--- config.mk ---
export PLATFORM = sky130hd
export DESIGN_NAME = motion_sequencer
export DESIGN_NICKNAME = d
export VERILOG_FILES = /design/src/rtl/motion_sequencer.sv
export SDC_FILE = /design/constraint.sdc
export NUM_CORES = 1
export LEC_CHECK = 0
export CORE_UTILIZATION = 55
export CTS_CLUSTER_SIZE = 25
export DETAILED_ROUTE_END_ITERATION = 7
export PLACE_DENSITY = 0.9
export SLEW_MARGIN = 10
export SYNTH_ARGS = -nofsm -noshare
export SYNTH_HDL_FRONTEND = slang
export SYNTH_SLANG_ARGS = --single-unit
--- constraint.sdc ---
create_clock -name clk -period 4.8 [get_ports clk]
set_input_delay 0.96 -clock clk [delete_from_list [all_inputs] [get_ports clk]]
set_output_delay 0.96 -clock clk [all_outputs]
set_load 0.005 [all_outputs]
--- src/rtl/motion_sequencer.sv ---
`default_nettype none
// ============================================================================
// Module   : motion_sequencer
// Purpose  : Runs one SCARA move end to end. The pen is commanded and
//            confirmed first. The step-scale ratio is then computed with a
//            16-cycle restoring divider. Both steppers are started with a
//            single pulse, and completion is reported back to the
//            controller. Every value driven to the steppers and to the pen
//            comes from a flop, so these outputs are glitch-free.
//
// Ports    : clk, reset              - system clock, synchronous active-high reset
//            move_valid / move_ready - move request handshake (ready only in IDLE)
//            steps1/2, dir1/2        - joint step counts and directions
//            pen_req                 - pen state required for the move (1 = down)
//            pen_status              - pen state reported by the end effector
//            pen_set                 - pen command to the end effector
//            sm_new_in               - one-cycle start pulse to both steppers
//            sm_steps1/2, sm_dir1/2  - latched step counts and directions
//            scale1/2                - 8.8 fixed-point step scales
//            sm1/2_finished          - stepper done flags
//            move_done               - one-cycle move completion pulse
//            fault                   - sticky pen-timeout fault
//
// Options  : MOTION_SEQ_PEN_TIMEOUT_EN - when defined, a 26-bit counter
//            bounds the pen wait to PEN_TIMEOUT cycles and a timeout enters
//            the FAULT state. When undefined, the pen wait is unbounded
//            and fault is tied low.
//
// Revision : 1.0 - initial release
// ============================================================================
module motion_sequencer #(
  parameter int unsigned SETTLE_CYCLES = 4,
  parameter int unsigned PEN_TIMEOUT   = 50_000_000
) (
  input  logic        clk,
  input  logic        reset,
  input  logic        move_valid,
  output logic        move_ready,
  input  logic [7:0]  steps1,
  input  logic [7:0]  steps2,
  input  logic        dir1,
  input  logic        dir2,
  input  logic        pen_req,
  input  logic        pen_status,
  output logic        pen_set,
  output logic        sm_new_in,
  output logic [7:0]  sm_steps1,
  output logic [7:0]  sm_steps2,
  output logic        sm_dir1,
  output logic        sm_dir2,
  output logic [15:0] scale1,
  output logic [15:0] scale2,
  input  logic        sm1_finished,
  input  logic        sm2_finished,
  output logic        move_done,
  output logic        fault
);

  // 1.0 in 8.8 fixed point: the joint that is not scaled steps at full rate.
  localparam logic [15:0] c_unity_scale = 16'h0100;

  // The settle counter only has to reach SETTLE_CYCLES-1.
  localparam int C_SETTLE_W = (SETTLE_CYCLES > 1) ? $clog2(SETTLE_CYCLES) : 1;

  typedef enum logic [2:0] {
    S_IDLE   = 3'd0,
    S_PEN    = 3'd1,
    S_SCALE  = 3'd2,
    S_ISSUE  = 3'd3,
    S_SETTLE = 3'd4,
    S_WAIT   = 3'd5,
    S_DONE   = 3'd6,
    S_FAULT  = 3'd7
  } state_t;

  // The 26-bit pen counter can represent at most 2**26 cycles of waiting.
  if (PEN_TIMEOUT < 32'd1 || PEN_TIMEOUT > 32'd67108864) begin : g_pen_timeout_range
    $error("motion_sequencer: PEN_TIMEOUT must lie in 1..2**26");
  end

  // --------------------------------------------------------------------------
  // State and registers
  // --------------------------------------------------------------------------
  state_t                  state_q;

  // Move request captured at the handshake.
  logic [7:0]              req_steps1_q;
  logic [7:0]              req_steps2_q;
  logic                    req_dir1_q;
  logic                    req_dir2_q;
  logic                    req_pen_q;

  // Registered outputs.
  logic                    pen_set_q;
  logic                    sm_new_in_q;
  logic [7:0]              sm_steps1_q;
  logic [7:0]              sm_steps2_q;
  logic                    sm_dir1_q;
  logic                    sm_dir2_q;
  logic [15:0]             scale1_q;
  logic [15:0]             scale2_q;
  logic                    move_done_q;

  // Divider datapath. The dividend register shifts left by one bit per
  // cycle, and each new quotient bit enters at the bottom. After 16 cycles
  // the register holds the quotient.
  logic [7:0]              div_rem_q;
  logic [15:0]             div_dvd_q;
  logic [7:0]              div_dvs_q;
  logic [3:0]              div_cnt_q;
  logic                    max_is1_q;   // steps1 is the strictly larger count

  logic [C_SETTLE_W-1:0]   settle_cnt_q;

`ifdef MOTION_SEQ_PEN_TIMEOUT_EN
  logic [25:0]             pen_cnt_q;
  logic                    fault_q;
`endif

  // --------------------------------------------------------------------------
  // Max/min selection from the latched request. When the counts are equal,
  // steps2 is treated as the max joint.
  // --------------------------------------------------------------------------
  logic       steps1_gt_d;
  logic [7:0] max_steps_d;
  logic [7:0] min_steps_d;

  always_comb begin
    steps1_gt_d = (req_steps1_q > req_steps2_q);
    max_steps_d = steps1_gt_d ? req_steps1_q : req_steps2_q;
    min_steps_d = steps1_gt_d ? req_steps2_q : req_steps1_q;
  end

  // --------------------------------------------------------------------------
  // One restoring-division step. The partial remainder is always smaller
  // than the divisor. So after one more dividend bit is shifted in, it fits
  // in 9 bits, and the difference, when taken, fits back into 8 bits.
  // --------------------------------------------------------------------------
  logic [8:0]  div_trial_d;
  logic        div_ge_d;
  logic [7:0]  div_diff_d;
  logic [7:0]  div_rem_d;
  logic [15:0] div_dvd_d;

  always_comb begin
    div_trial_d = {div_rem_q, div_dvd_q[15]};
    div_ge_d    = (div_trial_d >= {1'b0, div_dvs_q});
    div_diff_d  = div_trial_d[7:0] - div_dvs_q;
    div_rem_d   = div_ge_d ? div_diff_d : div_trial_d[7:0];
    div_dvd_d   = {div_dvd_q[14:0], div_ge_d};
  end

  // --------------------------------------------------------------------------
  // Sequencer
  // --------------------------------------------------------------------------
  always_ff @(posedge clk) begin
    if (reset) begin
      state_q      <= S_IDLE;
      req_steps1_q <= 8'd0;
      req_steps2_q <= 8'd0;
      req_dir1_q   <= 1'b0;
      req_dir2_q   <= 1'b0;
      req_pen_q    <= 1'b0;
      pen_set_q    <= 1'b0;
      sm_new_in_q  <= 1'b0;
      sm_steps1_q  <= 8'd0;
      sm_steps2_q  <= 8'd0;
      sm_dir1_q    <= 1'b0;
      sm_dir2_q    <= 1'b0;
      scale1_q     <= c_unity_scale;
      scale2_q     <= c_unity_scale;
      move_done_q  <= 1'b0;
      div_rem_q    <= 8'd0;
      div_dvd_q    <= 16'd0;
      div_dvs_q    <= 8'd0;
      div_cnt_q    <= 4'd0;
      max_is1_q    <= 1'b0;
      settle_cnt_q <= '0;
`ifdef MOTION_SEQ_PEN_TIMEOUT_EN
      pen_cnt_q    <= 26'd0;
      fault_q      <= 1'b0;
`endif
    end else begin
      case (state_q)
        S_IDLE: begin
          if (move_valid) begin
            req_steps1_q <= steps1;
            req_steps2_q <= steps2;
            req_dir1_q   <= dir1;
            req_dir2_q   <= dir2;
            req_pen_q    <= pen_req;
            pen_set_q    <= pen_req;
`ifdef MOTION_SEQ_PEN_TIMEOUT_EN
            pen_cnt_q    <= 26'd0;
`endif
            state_q      <= S_PEN;
          end
        end

        S_PEN: begin
          if (pen_status == req_pen_q) begin
            // Preload the divider here, so the first quotient bit is
            // produced in the first SCALE cycle.
            div_rem_q <= 8'd0;
            div_dvd_q <= {max_steps_d, 8'h00};
            div_dvs_q <= min_steps_d;
            div_cnt_q <= 4'd0;
            max_is1_q <= steps1_gt_d;
            state_q   <= S_SCALE;
          end
`ifdef MOTION_SEQ_PEN_TIMEOUT_EN
          else if (32'(pen_cnt_q) + 32'd1 >= PEN_TIMEOUT) begin
            fault_q <= 1'b1;
            state_q <= S_FAULT;
          end else begin
            pen_cnt_q <= pen_cnt_q + 26'd1;
          end
`endif
        end

        S_SCALE: begin
          if (req_steps1_q == 8'd0 && req_steps2_q == 8'd0) begin
            // Nothing to move: finish without starting the steppers.
            move_done_q <= 1'b1;
            state_q     <= S_DONE;
          end else if (req_steps1_q == 8'd0 || req_steps2_q == 8'd0) begin
            scale1_q    <= c_unity_scale;
            scale2_q    <= c_unity_scale;
            sm_steps1_q <= req_steps1_q;
            sm_steps2_q <= req_steps2_q;
            sm_dir1_q   <= req_dir1_q;
            sm_dir2_q   <= req_dir2_q;
            sm_new_in_q <= 1'b1;
            state_q     <= S_ISSUE;
          end else begin
            div_rem_q <= div_rem_d;
            div_dvd_q <= div_dvd_d;
            div_cnt_q <= div_cnt_q + 4'd1;
            if (div_cnt_q == 4'd15) begin
              // The last quotient bit is taken straight from the step logic,
              // so the scales are valid together with the start pulse.
              scale1_q    <= max_is1_q ? div_dvd_d : c_unity_scale;
              scale2_q    <= max_is1_q ? c_unity_scale : div_dvd_d;
              sm_steps1_q <= req_steps1_q;
              sm_steps2_q <= req_steps2_q;
              sm_dir1_q   <= req_dir1_q;
              sm_dir2_q   <= req_dir2_q;
              sm_new_in_q <= 1'b1;
              state_q     <= S_ISSUE;
            end
          end
        end

        S_ISSUE: begin
          sm_new_in_q  <= 1'b0;
          settle_cnt_q <= '0;
          state_q      <= S_SETTLE;
        end

        S_SETTLE: begin
          // The steppers may still show the finished flags of the previous
          // move for a few cycles after the start pulse, so the flags are
          // not looked at yet.
          if (32'(settle_cnt_q) + 32'd1 >= SETTLE_CYCLES) begin
            state_q <= S_WAIT;
          end else begin
            settle_cnt_q <= settle_cnt_q + C_SETTLE_W'(1);
          end
        end

        S_WAIT: begin
          if (sm1_finished && sm2_finished) begin
            move_done_q <= 1'b1;
            state_q     <= S_DONE;
          end
        end

        S_DONE: begin
          move_done_q <= 1'b0;
          state_q     <= S_IDLE;
        end

        S_FAULT: begin
          // Only reset leaves this state.
          state_q <= S_FAULT;
        end

        default: begin
          state_q <= S_IDLE;
        end
      endcase
    end
  end

  // --------------------------------------------------------------------------
  // Outputs
  // --------------------------------------------------------------------------
  // move_ready is combinational with reset. It is therefore low while
  // reset is held, and high in the very first cycle after reset is released.
  assign move_ready = (state_q == S_IDLE) && !reset;
  assign pen_set    = pen_set_q;
  assign sm_new_in  = sm_new_in_q;
  assign sm_steps1  = sm_steps1_q;
  assign sm_steps2  = sm_steps2_q;
  assign sm_dir1    = sm_dir1_q;
  assign sm_dir2    = sm_dir2_q;
  assign scale1     = scale1_q;
  assign scale2     = scale2_q;
  assign move_done  = move_done_q;

`ifdef MOTION_SEQ_PEN_TIMEOUT_EN
  assign fault = fault_q;
`else
  assign fault = 1'b0;
`endif

endmodule
`default_nettype wire

=== After elaboration in Yosys (flattened, before gate mapping) ===
Index checks and enable logic that the tools add are counted.

* Register bits: 113
* Input port bits: 25
* Output and inout port bits: 55

* Add/sub/neg operators: 4
* Order comparisons: 3
* Equal/unequal tests: 19
* Multiplexer cells: 46
* Bitwise logic cells: 1
* Reduce and logical (&&, ||, !) cells: 21

{| class="wikitable"
|+ Operators by type and width
! kind !! count
|-
| two-way mux 16 bit || 9
|-
| two-way mux 8 bit || 10
|-
| case mux 16 bit (2 select lines) || 1
|-
| case mux 3 bit (8 select lines) || 1
|-
| two-way mux 3 bit || 7
|-
| logical NOT 8 bit || 2
|-
| inequality test 2 bit (second input constant) || 8
|-
| case mux 8 bit (2 select lines) || 1
|-
| equality test 3 bit (second input constant) || 4
|-
| two-way mux 4 bit || 3
|-
| >= comparator 9 x 8 -> 1 bit || 1
|-
| two-way mux 1 bit || 9
|-
| AND reduction 3 bit || 3
|-
| greater-than comparator 8 bit || 1
|-
| case mux 4 bit (2 select lines) || 1
|-
| nonzero test 2 bit || 4
|-
| subtractor 8 bit || 1
|-
| equality test 3 x 2 -> 1 bit (second input constant) || 2
|-
| AND reduction 2 bit || 3
|-
| AND reduction 5 bit || 1
|-
| adder 4 x 1 -> 4 bit (second input constant) || 1
|-
| equality test 4 bit (second input constant) || 1
|-
| inequality test 4 bit (second input constant) || 1
|-
| case mux 2 bit (2 select lines) || 1
|-
| other kinds (16) || 18
|}

=== Logic depth before layout (Yosys ltp) ===
* Word-level depth: 5
* Depth in mapped cells: 10
* Mapped depth without buffers: 9

=== Least setup slack after synthesis ===
Ideal clock, no wire load.

* Path kind: input-to-output
* From: input reset
* To: output move_ready
* Data arrival time: 1.578 ns
* Data required time: 3.840 ns
* Slack: 2.262 ns
* Stages on the path: 3
* Buffers on the path: 2
* Cells stage by stage: clkbuf_1 > clkbuf_1 > nor4_1

* Word-level cells in the longest chain between the ends: 2

{| class="wikitable"
|+ Ends and longest elaborated chain
! element !! line !! text
|-
| start: declaration || 36 || <nowiki>input logic reset,</nowiki>
|-
| logical NOT 1 bit || 300 || <nowiki>assign move_ready = (state_q == S_IDLE) && !reset;</nowiki>
|-
| logical AND 1 bit || 300 ||
|-
| end: declaration || 38 || <nowiki>output logic move_ready,</nowiki>
|}

Every way passes these cells.

=== Final worst setup path ===
* From: register state_q[2]
* To: output move_ready

* Word-level cells in the longest chain between the ends: 2

{| class="wikitable"
|+ Ends and longest elaborated chain
! element !! line !! text
|-
| start: declaration || 84 || <nowiki>state_t state_q;</nowiki>
|-
| start signal: assignment || 158 || <nowiki>state_q <= S_IDLE;</nowiki>
|-
| start signal: assignment || 196 || <nowiki>state_q <= S_PEN;</nowiki>
|-
| start signal: assignment || 209 || <nowiki>state_q <= S_SCALE;</nowiki>
|-
| logical NOT 3 bit || 300 ||
|-
| logical AND 1 bit || 300 ||
|}

Every way passes these cells.

==> summary.md <==
| Metric | Value |
|---|---|
| Ys Warns | `0` |
| Cells after Synth | `591` |
| Largest net degree at the start of global routing | `110` |
| Port Buffer Count | `78` |
| Max Cap Violations | `0` |
| Max Slew Vio Count | `0` |
| Cell accounting for the most synthesized area | `dfxtp_1` |
| H-tree level count | `4` |
| Clock slew seen by the registers of the worst setup and hold paths | `0.05 ns` |
| Number of synthesized flops with an enable pin | `0` |
| Post-synthesis sequential area ratio | `45.2%` |
| Mean area per synthesized cell | `8.48 um^2` |
| Post-synth net total | `635` |
| Final period util | `60.1%` |
| Pwr Density | `558 nW/um^2` |
| Starting density of the core | `57.2%` |
| RSZ-0062 raised after global routing | `no` |
| Peak supply drop | `0.000352 V` |
| LEAKAGE | `0.00239 uW` |
| Placeable Area | `8760 um^2` |
| Layout cells sized above 1 | `7.09%` |
| Overflow after GRT | `0` |
| Post-Route WL | `13,200 um` |
| Area share of the largest cell type after synthesis | `45.2%` |
| Multiplexer share of the synthesized area | `5.04%` |
| Vias in the first global route | `4,548` |
| Most frequent cell after synthesis | `dfxtp_1` |
| Filler cell count | `569` |
| Via count | `4,625` |
| Standard-cell rows | `34` |
| CP arrival | `1.93 ns` |
| Crit path launch | `state_q[2]` |
| GRT met1 Usage | `33.5%` |
| Die height | `97.4 um` |
| Critical Path Max Stage Delay | `0.56 ns` |
| Synth Area in XOR/XNOR | `1.22%` |
| Hold buffer count at cts | `0` |
| Tot Pwr | `3600 uW` |
| Clk buf depth | `2` |
| Drt first-iter violations | `364` |
| Fmax | `346 MHz` |
| Num ports | `80` |
| Pre-CTS setup slack | `1.94 ns` |
| GP Congestion | `0.870` |
| Synth cell types | `53` |
| Post-CTS Setup Repair Bufs | `0` |
| Final setup viols | `0` |
| Via density | `6.00` |
| Share of flip-flops with an asynchronous set or reset | `0%` |
| Adder-Cell Fraction of Synth Area | `4.90%` |
| WL per Instance | `17.1 um` |
| GR peak layer | `met2` |
| Antenna-violating nets left | `0` |
| Drt drc | `0` |
| Hold Path Class | `flop to flop` |
| DR pass1 iterations | `6` |
| Post-CTS sizing | `0` |
| Final net count | `696` |
| Setup crit start kind | `flop` |
| Largest cells by area after synthesis | `dfxtp_1, nand2_1, a21oi_1` |
| Final period demand of the worst path | `2.89 ns` |
| Crit end category | `primary output` |
| Post-DP HPWL | `8310 um` |
| Worst-Margin Slew | `1.24 ns` |
| Status | `complete, no violations` |
| Worst-path cell chain | `nor4_1, clkdlybuf4s50_1` |
| Slew margin rel. | `16.9%` |
| Final hold viol count | `0` |
| Initial antenna violation count | `0` |
| DIE WIDTH | `97.4 um` |
| Synth Flop Type | `dfxtp_1` |
| Worst skew pair latency | `0.52 ns` |
| Area fraction in compound gates after synthesis | `19.0%` |
| Met3 Use GR | `6.69%` |
| Slowest-stage cell, CP | `clkdlybuf4s50_1` |
| Root Buffer | `clkbuf_8` |
| Main combinational cell family by area after synthesis | `simple AND/OR/NAND/NOR gates` |
| Worst Hold Margin | `0.458 ns` |
| Area delta synth->final | `28.6%` |
| First-pass GRT wire length | `21,800 um` |
| CTS tree | `built` |
| WS Path Type | `flop to primary output` |
| Worst r2r src | `req_steps2_q[1]` |
| GRT Overall Usage | `28.5%` |
| TNS Setup | `0 ns` |
| Hold Crit Start | `req_dir1_q` |
| Clock Sinks | `113` |
| Final Worst Setup Slack | `1.91 ns` |
| Worst EP required | `3.84 ns` |
| Synthesized cell area | `5010 um^2` |
| Simple-gate area share of the yosys netlist | `19.7%` |
| Number of CTS-inserted buffers | `17` |
| Fin Clk Skew | `0.00752 ns` |
| Synth cell count leaders | `dfxtp_1, nand2_1, a21oi_1, nor2_1, a22oi_1` |
| Crit path max fanout | `18` |
| Seq cells post-synth | `113` |
| # diodes | `0` |
| GR met2 Demand/Resource | `49.8%` |
| Die ar. | `9490 um^2` |
-- cell usage in the layout, fill, tap and decap left out, drive strengths merged, types with 18 or more instances in the layout --
cell and count:
dfxtp 113, nand2 106, clkdlybuf4s50 77, a21oi 57, nor2 56, a22oi 38, mux2i 23, inv 21
clkbuf 20, ha 18
-- where the power goes --
part / leakage, uW / internal (uW) / total (uW) / switching (uW)
Sequential: 0.000914 / 1020 / 1150 / 132
Combinational: 0.00116 / 453 / 1090 / 633
Clock: 0.000317 / 929 / 1360 / 428
Total: 0.00239 / 2400 / 3600 / 1190
-- per-layer routing --
| layer | part of all wire [%] | wire length [um] |
|---|---|---|
| met1 | 40 | 5300 |
| met2 | 52 | 6800 |
| met3 | 6.6 | 877 |
| met4 | 1.7 | 229 |
| met5 | 0 | 0 |
-- cell type report --
cell class	instances	area (um^2)	area share, %
Clock buffer	20	455	7.07
Inverter	21	78.8	1.22
Tap cell	108	135	2.10
Timing Repair Buffer	82	808	12.5
Clock inverter	10	183	2.84
Sequential cell	113	2260	35.1
Multi-Input combinational cell	417	2520	39.1
-- logic make-up (layout without fill, tap and decap cells) --
| kind of cell | Yosys count | in the layout |
|---|---|---|
| adder cells (fa/ha/maj) | 19 | 19 |
| other | 1 | 1 |
| AO/OA/AOI/OAI | 149 | 149 |
| multiplexers | 25 | 25 |
| flip-flops | 113 | 113 |
| buffers and inverters | 61 | 133 |
| XOR/XNOR | 7 | 7 |
| AND/OR/NAND/NOR | 216 | 216 |
-- final timing paths --
path	to	slack (ns)	cells after the start
max	move_ready	1.91	2
min	req_dir1_q	0.46	2
max reg2reg	div_dvd_q[12]	2.02	8
min reg2reg	req_dir1_q	0.46	2
-- per-stage QoR --
stage	instances	cell area (um^2)	utilization (%)
2_1_floorplan	591	5010	-
3_3_place_gp	741	5800	66.2
3_5_place_dp	741	5800	66.2
4_1_cts	771	6440	73.5
5_1_grt	771	6440	73.5
6_report	771	6440	73.5
-- worst max-delay path: cells and delay by family, from the launching register on --
family	cells	cell delay [ns]
buffers and inverters	1	0.56
flip-flops	1	0.50
AND/OR/NAND/NOR	1	0.35
No activity file was read; power rests on OpenSTA's default activity.
